$ cat src/rtl/pipe_memory_access.sv
// pipe_memory_access: M-stage req/ack memory controller with stall, timeout and MEM/WB register
module pipe_memory_access #(
  parameter int DATA_WIDTH  = 32,
  parameter int WRITE_WIDTH = 5,
  parameter int TIMEOUT     = 16,
  parameter int CNT_WIDTH   = 8
) (
  input  logic                   clk,
  input  logic                   rst_n,
  input  logic                   regwritem,
  input  logic [1:0]             resultsrcm,
  input  logic                   memwritem,
  input  logic [DATA_WIDTH-1:0]  aluresultm,
  input  logic [DATA_WIDTH-1:0]  writedatam,
  input  logic [WRITE_WIDTH-1:0] rdm,
  input  logic [DATA_WIDTH-1:0]  pcplus4m,
  output logic                   memreq,
  output logic                   memwe,
  output logic [DATA_WIDTH-1:0]  memaddr,
  output logic [DATA_WIDTH-1:0]  memwdata,
  input  logic [DATA_WIDTH-1:0]  memrdata,
  input  logic                   memack,
  output logic                   stallm,
  output logic                   buserr,
  output logic                   regwritew,
  output logic [1:0]             resultsrcw,
  output logic [DATA_WIDTH-1:0]  aluresultw,
  output logic [DATA_WIDTH-1:0]  readdataw,
  output logic [WRITE_WIDTH-1:0] rdw,
  output logic [DATA_WIDTH-1:0]  pcplus4w
);
  typedef enum logic {IDLE, WAIT} state_t;
  state_t state, state_next;
  logic [CNT_WIDTH-1:0] cnt, cnt_next;
  logic access, load, expired, forced, done;
  // Bus drive, stall decision and next state; stall lasts until ack or forced completion
  always_comb begin
    load       = resultsrcm == 2'b01;
    access     = memwritem | load;
    expired    = (TIMEOUT != 0) && (cnt == CNT_WIDTH'(TIMEOUT));
    forced     = (state == WAIT) & ~memack & expired;
    memreq     = rst_n & ((state == WAIT) | access);
    memwe      = memreq & memwritem;
    memaddr    = aluresultm;
    memwdata   = writedatam;
    done       = (state == WAIT) ? (memack | expired) : (~access | memack);
    stallm     = rst_n & ~done;
    state_next = stallm ? WAIT : IDLE;
    cnt_next   = stallm ? cnt + 1'b1 : '0;
  end
  // FSM state, wait counter, sticky timeout flag and W-stage register with bubble insertion
  always_ff @(posedge clk) begin
    if (!rst_n) begin
      state      <= IDLE;
      cnt        <= '0;
      buserr     <= 1'b0;
      regwritew  <= 1'b0;
      resultsrcw <= 2'b00;
      aluresultw <= '0;
      readdataw  <= '0;
      rdw        <= '0;
      pcplus4w   <= '0;
    end else begin
      state <= state_next;
      cnt   <= cnt_next;
      if (forced) buserr <= 1'b1;
      if (stallm) begin
        regwritew  <= 1'b0;
        resultsrcw <= 2'b00;
      end else begin
        regwritew  <= regwritem;
        resultsrcw <= resultsrcm;
        aluresultw <= aluresultm;
        rdw        <= rdm;
        pcplus4w   <= pcplus4m;
        readdataw  <= (load & ~forced) ? memrdata : '0;
      end
    end
  end
endmodule

$ cat config.mk
export PLATFORM = sky130hd
export DESIGN_NAME = pipe_memory_access
export DESIGN_NICKNAME = d
export VERILOG_FILES = /design/src/rtl/pipe_memory_access.sv
export SDC_FILE = /design/constraint.sdc
export NUM_CORES = 1
export LEC_CHECK = 0
export CAP_MARGIN = 0
export CORE_ASPECT_RATIO = 1.75
export CORE_MARGIN = 5
export CORE_UTILIZATION = 31
export DETAILED_ROUTE_END_ITERATION = 6
export GPL_TIMING_DRIVEN = 1
export PLACE_DENSITY = 0.74
export SYNTH_ARGS = -nofsm -noshare
export SYNTH_HDL_FRONTEND = slang
export SYNTH_SLANG_ARGS = --single-unit
$ cat constraint.sdc
create_clock -name clk -period 1.9 [get_ports clk]
set_clock_uncertainty 0.15 [all_clocks]
set_input_delay 0.38 -clock clk [delete_from_list [all_inputs] [get_ports clk]]
set_output_delay 0.38 -clock clk [all_outputs]
set_load 0.01 [all_outputs]
**Yosys cells after proc, flatten, opt, wreduce, memory -nomap -nowiden**

Cells that the tools add are included.

- Bits in registers: 114
- Input bits: 140
- Output and inout bits: 172
- Word-level logic and storage cells: 32

- $add $sub $neg: 1
- Equal/unequal tests: 2
- Muxes and demuxes: 3
- Bitwise logic cells: 15
- Reductions and logical operators: 2

Operators with widths:

| kind | count |
|---|---|
| 32-bit two-way mux | 1 |
| 8-bit by 1-bit adder with 8-bit output (second input constant) | 1 |
| 8-bit by 5-bit equality test with 1-bit output (second input constant) | 1 |
| 1-bit bitwise AND | 6 |
| 1-bit NOT | 5 |
| 1-bit OR | 4 |
| 2-bit by 1-bit equality test with 1-bit output (second input constant) | 1 |
| 1-bit two-way mux | 2 |
| 2-bit AND reduction | 1 |
| 2-bit OR reduction | 1 |

**Longest topological paths before layout**

Gate-level depths: netlist of run 1.

- Depth in word-level cells: 8
- Gate-level depth with buffers: 9
- Depth with buffers taken out: 7

**Least setup slack after synthesis of run 1**

No wires, ideal clock.

- Kind: reg-to-output
- From: reg cnt[0]
- To: out stallm
- Arrival time: 1.583 ns
- Data required time: 1.370 ns
- Slack: -0.213 ns
- Cell stages (with the launch flop): 9
- Path buffers: 2
- Cells stage by stage: dfxtp_1 -> inv_1 -> ha_1 -> nor4bb_2 -> and2_4 -> or3_1 -> buf_4 -> inv_6 -> buf_6

- Cells in the longest elaborated chain, start to end: 5

RTL lines:

| item | RTL line | text |
|---|---|---|
| start, declared | 34 | `logic [CNT_WIDTH-1:0] cnt, cnt_next;` |
| start signal, assigned | 65 | `cnt <= cnt_next;` |
| 8-bit by 5-bit equality test with 1-bit output | 40 | `expired = (TIMEOUT != 0) && (cnt == CNT_WIDTH'(TIMEOUT));` |
| 1-bit OR | 46 | `done = (state == WAIT) ? (memack \| expired) : (~access \| memack);` |
| 1-bit two-way mux | 46 |  |
| 1-bit NOT | 47 | `stallm = rst_n & ~done;` |
| 1-bit bitwise AND | 47 |  |
| end, declared | 23 | `output logic stallm,` |

No other way between the ends.

**Worst setup path in the final report of run 1**

- From: reg cnt[1]
- To: out stallm

The elaborated chain is that of the path after synthesis.

==> results of run 1 <==
-- synthesized netlist by cell type, drive strengths merged, types with 2 or more instances --
library cell  instances  share of area [%]
a22o                 88                 18
nand3                 5               0.59
and2                  5               0.80
a22oi                13                2.3
nor2                  8               0.71
nor2b                 2               0.30
ha                    2               0.59
xor2                  5                1.0
nand2                26                2.3
buf                  88                 16
o31ai                 2               0.36
and3                  3               0.44
clkbuf                2               0.18
inv                   7               0.74
dfxtp               114                 54
-- where the power goes --
| part | internal [W] | total, W | switching [W] |
|---|---|---|---|
| combinational | 0.000790 | 0.00123 | 0.000442 |
| sequential | 0.00253 | 0.00260 | 0.0000711 |
| clock | 0.00254 | 0.00367 | 0.00113 |
-- cell families after synthesis --
kind of cell | Yosys count | share of synthesized area (%)
buffers and inverters | 97 | 16.5
adders and majority gates | 2 | 0.592
and+or+nand+nor | 53 | 6.16
xor gates and xnor gates | 6 | 1.24
DFF | 114 | 54.0
AOI/OAI and AO/OA | 106 | 21.5
-- what timing repair did --
item                       CTS  global route
gates resized for setup     85            10
setup buffers               11             2
cloned                      17             3
pin swaps                   27             3
setup endpoints to repair  141           109
-- placed cells by master, fill, tap and decap left out, types with 2 or more instances in the layout --
cell type	n
dlymetal6s2s_1	2
dfxtp_2	3
xor2_1	5
and2_1	3
and3_1	3
buf_6	8
buf_12	9
inv_1	3
clkbuf_16	19
clkbuf_8	2
dfxtp_1	111
buf_8	2
nand2_1	26
and2_4	2
dlygate4sd2_1	36
clkdlybuf4s50_1	206
nor2_1	8
a22o_1	88
buf_16	14
bufbuf_16	3
bufinv_16	6
clkinvlp_4	2
nand3_1	5
inv_2	3
inv_6	2
a22oi_1	13
buf_4	51
-- flip-flops by register name, summed over array words and instances, names as in the netlist --
register / count
state: 1
pcplus4w: 32
buserr: 1
aluresultw: 32
resultsrcw: 2
regwritew: 1
cnt: 8
rdw: 5
readdataw: 32
-- through the flow --
step,setup WS [ns],hold WS (ns)
6_report,-0.374,0.257
5_1_grt,-0.427,0.271
4_1_cts,-0.451,0.254
3_5_place_dp,-0.841,0.302
3_3_place_gp,-0.852,0.298
2_1_floorplan,-0.149,0.278
-- per-layer routing --
layer  GRT usage (%)  vias up
met3            5.24       48
met5               0        -
met1            19.4     1910
met4            9.88        0
li1                -     1826
met2            35.8      182
-- worst paths after layout --
path | end | cells past startpoint
worst min-delay path | buserr$_SDFFE_PN0P_ | 3
worst min register to register | readdataw[10]$_SDFFE_PN0N_ | 2
worst max-delay path | stallm | 7
worst max register to register | pcplus4w[10]$_SDFFE_PN0N_ | 11
-- cell type report --
cell class	count	area [um^2]	share of cell area [%]
well taps	174	218	2.67
inverters	7	33.8	0.415
multi-input cells	167	1300	16.0
repair buffers	334	3620	44.5
flip-flops and latches	114	2290	28.1
clock buffers	20	457	5.61
clock inverters	12	226	2.78
-- critical path, delay by kind of cell, from the launching register on --
family | cells | cell delay (ns)
fa+ha+maj | 1 | 0.14
buf+inv | 3 | 0.20
flops | 1 | 0.34
simple gates | 3 | 0.66
==> results_dict.tcl, run 1 <==
set metrics [dict create \
    violations "negative setup slack" \
    rrSetupSlack_ns -0.35 \
    required_ns 1.37 \
    synthFlopType "dfxtp_1" \
    wire_per_inst_um 19.6 \
    drt_iter0_drc 76 \
    root_buffer "clkbuf_16" \
    firstDrtPassIters 4 \
    io_pins 312 \
    ys_types 28 \
    crit_chain "inv_2, ha_4, nor4bb_4, and2_4, or3_4, inv_8, buf_6" \
    cts_max_level 4 \
    ys_async_sr_fraction_pct 0 \
    clock-sinks 114 \
    num_rows 56 \
    drive_above_1_share_pct 20.9 \
    route.met3.wl_um 1090 \
    min_from "rst_n" \
    finalHoldViolCount 0 \
    vias_per_cell 4.79 \
    initial_utilization_pct 31.6 \
    final_core_util_pct 60.9 \
    crit_path_start_kind "register" \
    track_usage_pct 19.2 \
    synth_edf_count 0 \
    diodes 0 \
    globalplace.congestion 0.829 \
    placed_cells 764 \
    synth_area_um2 4220 \
    seq_area_frac_synth_pct 54.0 \
    grt_pass1_vias 4338 \
    slowest_delay_ns 0.36 \
    fin_cells 828 \
    yosysWarnings 0 \
    wl_met2_um 8600 \
    path_class "reg -> out" \
    vdd_drop_max_uv 608 \
    syn_avg_cell_area_um2 11.2 \
    maxSlewHeadroom_pct 75.8 \
    drv_cap 0 \
    routed_wl_um 16200 \
    portBuffers 247 \
    endpoint_kind "primary output" \
    grt_pass1_wl_um 24000 \
    finalMaxSlewViolations 0 \
    worst_slack_ns -0.374 \
    p_leak_nw 3.45 \
    dpl.hpwl_um 10100 \
    grt_max_degree 22 \
    crit_path_max_fanout 2 \
    clock_latency_ns 0.39 \
    drcViolationCount 0 \
    fp.dieArea_um2 16100 \
    cts_made_buffers 17 \
    worstMarginPinSlew_ns 0.360 \
    postCtsHoldBufs 0 \
    via_count 3966 \
    place_area_um2 6720 \
    synth_fp_nets 520 \
    nNetsFinal 783 \
    highest_layer "met4" \
    antenna_found_initial 0 \
    cts_max_path_buffers 2 \
    p_total_w 0.00750 \
    power_density_nw_per_um2 921 \
    reg2reg_from "cnt[1]$_SDFF_PN0_" \
    fp.dieW_um 98.2 \
    area_delta_synth_final_pct 92.9 \
    finalSetupViolCount 92 \
    die-height_um 164 \
    tritoncts "done" \
    min_period_ns 2.27 \
    grt_overflow 0 \
    arrival_ns 1.74 \
    fin_crit_sh_pct 120 \
    cp_slowest_cell "or3_4" \
    wl_met1_um 5870 \
    ant_nets 0 \
    clkTransAtPathRegs_ns 0.05 \
    rsz0062_at_grt "yes" \
    nFillCells 1075 \
    stdcell_area_um2 8150 \
    hold_path.class "in -> reg" \
    final.setup.tns_ns -21.56 \
    synth_cells 378 \
    status "complete, but fails checks" \
    cp-startpoint "cnt[1]$_SDFF_PN0_" \
    synth-seq-cells 114 \
    max_freq_mhz 440 \
    fp.coreArea_um2 13400 \
]
Power figures use the tool's default switching activity.
==> run 2: changes to the inputs <==
--- a/config.mk
+++ b/config.mk
@@ -12,6 +12,7 @@
 export DETAILED_ROUTE_END_ITERATION = 6
 export GPL_TIMING_DRIVEN = 1
 export PLACE_DENSITY = 0.74
+export SLEW_MARGIN = 20
 export SYNTH_ARGS = -nofsm -noshare
 export SYNTH_HDL_FRONTEND = slang
 export SYNTH_SLANG_ARGS = --single-unit
==> results of run 2 <==
Final layout, timing and power as in run 1 (identical DEF).
==> run 3: changes to the inputs <==
--- a/config.mk
+++ b/config.mk
@@ -6,12 +6,11 @@
 export NUM_CORES = 1
 export LEC_CHECK = 0
 export CAP_MARGIN = 0
-export CORE_ASPECT_RATIO = 1.75
 export CORE_MARGIN = 5
-export CORE_UTILIZATION = 31
+export CORE_UTILIZATION = 34
 export DETAILED_ROUTE_END_ITERATION = 6
 export GPL_TIMING_DRIVEN = 1
-export PLACE_DENSITY = 0.74
+export PLACE_DENSITY = 0.9
 export SLEW_MARGIN = 20
 export SYNTH_ARGS = -nofsm -noshare
 export SYNTH_HDL_FRONTEND = slang
==> constraint.sdc (replaced) <==
create_clock -name clk -period 2.4 [get_ports clk]
set_clock_uncertainty 0.15 [all_clocks]
set_input_delay 0.48 -clock clk [delete_from_list [all_inputs] [get_ports clk]]
set_output_delay 0.48 -clock clk [all_outputs]
set_load 0.01 [all_outputs]
==> run 3 against run 2 <==
The flow still finishes with violations (negative setup slack). Global-route usage is 1.4 points lower. Register-to-register slack better by 0.47 ns. Clock-buffer cell count is 2 higher. Combinational power is 39% lower. Routed wire length is 16% lower. Critical path type unchanged. Largest power group unchanged.
==> results_dict.tcl, run 3 (synthesis gave the netlist of run 1 again) <==
set metrics [dict create \
    status "complete, but fails checks" \
    violations "negative setup slack" \
    wire_per_inst_um 18.0 \
    rsz0062_at_grt "yes" \
    antenna_found_initial 0 \
    crit_chain "inv_2, ha_4, nor4bb_4, and2_4, or3_4, clkinv_4, buf_6" \
    endpoint_kind "primary output" \
    io_pins 312 \
    clkTransAtPathRegs_ns 0.05 \
    portBuffers 247 \
    path_class "reg -> out" \
    initial_utilization_pct 34.9 \
    tritoncts "done" \
    drive_above_1_share_pct 10.9 \
    grt_pass1_wl_um 20200 \
    cp_num_buf_inv 3 \
    clockPowerShare_pct 48.5 \
    drcViolationCount 0 \
    cts_max_path_buffers 2 \
    pwr-share-seq_pct 37.7 \
    layout_commonest_cell "clkdlybuf4s50_1" \
    placed_cells 722 \
    crit_family "simple AND/OR/NAND/NOR gates" \
    slowest_delay_ns 0.41 \
    reg2reg_from "cnt[1]$_SDFF_PN0_" \
    vias_per_cell 4.72 \
    required_ns 1.77 \
    cp_slowest_cell "or3_4" \
    worstMarginPinSlew_ns 0.754 \
    num_rows 40 \
    fp.dieArea_um2 14700 \
    finalSetupViolCount 1 \
    cp.depth 7 \
    fin_crit_sh_pct 102 \
    nNetsFinal 715 \
    track_usage_pct 17.8 \
    dpl.hpwl_um 10100 \
    diodes 0 \
    rrSetupSlack_ns 0.12 \
    vdd_drop_max_uv 444 \
    area_delta_synth_final_pct 67.3 \
    globalplace.congestion 0.742 \
    worst_slack_ns -0.0542 \
    cts_max_level 4 \
    crit_end "stallm" \
    max_freq_mhz 407 \
    switchingPower_w 0.00119 \
    maxSlewHeadroom_pct 49.8 \
    most-common-layout-cells "clkdlybuf4s50_1, dfxtp_1, a22o_1" \
    root_buffer "clkbuf_16" \
    ant_nets 0 \
    drv_cap 0 \
    min_period_ns 2.45 \
    grt_max_degree 60 \
    fin_cells 754 \
    finalMaxSlewViolations 0 \
    drt_iter0_drc 148 \
    fp.coreArea_um2 12100 \
    arrival_ns 1.82 \
    final.setup.tns_ns -0.0542 \
    hold_path.class "reg -> reg" \
    final_core_util_pct 58.3 \
    routed_wl_um 13600 \
    die-height_um 121 \
    worst_hold_slack_ns 0.310 \
    p_comb_share_pct 13.8 \
    reg2reg_depth 9 \
    cp-startpoint "cnt[1]$_SDFF_PN0_" \
    firstDrtPassIters 5 \
    cts_setup_buffers 0 \
    r2r_end "aluresultw[8]$_SDFFE_PN0N_" \
    via_count 3561 \
    grt_overflow 0 \
    largestRegisters "aluresultw: 32 flops, pcplus4w: 32 flops, readdataw: 32 flops" \
    grt_pass1_vias 3798 \
    p_leak_nw 2.83 \
    power_density_nw_per_um2 774 \
    cts_made_buffers 17 \
    crit_path_start_kind "register" \
    switching_share_pct 21.7 \
    fp.dieW_um 121 \
    clock-sinks 114 \
    finalHoldViolCount 0 \
    crit_path_max_fanout 2 \
    intPower_w 0.00429 \
    clock_latency_ns 0.41 \
]
## run 3: stage by stage
| step | power (W) | worst slack (ns) | area, um^2 |
|---|---|---|---|
| final | 0.00547 | -0.0542 | 7070 |
| after global routing | 0.00568 | -0.118 | 7070 |
| after CTS | 0.00553 | -0.0811 | 7040 |
| after detailed placement | 0.00285 | -0.521 | 6400 |
| after global placement | 0.00283 | -0.508 | 6400 |
| after floorplan | 0.00243 | 0.187 | 4220 |
## run 3: repair_timing
item                       CTS  global route
setup endpoints to repair    3             5
hold buffers                 0             0
pin swaps                    0             5
resized for setup           11            13
## run 3: metal layers
layer / part of all wire, % / global-route usage (%) / vias up / wire [um]
li1: - / - / 1682 / -
met1: 37 / 18.4 / 1653 / 4990
met2: 50 / 30.4 / 198 / 6770
met3: 11 / 8.81 / 28 / 1510
met4: 2.3 / 7.77 / 0 / 312
met5: 0 / 0 / - / 0
## run 3: tightest hold or removal path: stages, from the launching register on
cell and delay, ns:
dfxtp_1 0.30, nand2_1 0.05, a22oi_1 0.05
## run 3: worst min path at each step
stage,start,endpoint,slack [ns],cells after the start
6_report,readdataw[23]$_SDFFE_PN0N_,readdataw[23]$_SDFFE_PN0N_,0.31,2
5_1_grt,readdataw[18]$_SDFFE_PN0N_,readdataw[18]$_SDFFE_PN0N_,0.34,2
4_1_cts,readdataw[14]$_SDFFE_PN0N_,readdataw[14]$_SDFFE_PN0N_,0.31,2
3_5_place_dp,readdataw[14]$_SDFFE_PN0N_,readdataw[14]$_SDFFE_PN0N_,0.31,2
3_3_place_gp,readdataw[14]$_SDFFE_PN0N_,readdataw[14]$_SDFFE_PN0N_,0.30,2
2_1_floorplan,cnt[0]$_SDFF_PN0_,cnt[0]$_SDFF_PN0_,0.30,1
## run 3: power by group through the flow
stage	sequential (W)	clock, W	combinational [W]
global route	0.00207	0.00281	0.000797
detailed placement	0.00210	0	0.000751
floorplan	0.00214	0	0.000289
CTS	0.00206	0.00271	0.000757
global placement	0.00209	0	0.000732
finish	0.00206	0.00266	0.000754
## run 3: area by class of cell
type	instances	area, um^2
Clock buffer	22	474
Inverter	7	31.3
Multi-Input combinational cell	167	1280
Fill cell	986	5040
Sequential cell	114	2280
Tap cell	168	210
Clock inverter	10	155
Timing Repair Buffer	266	2630
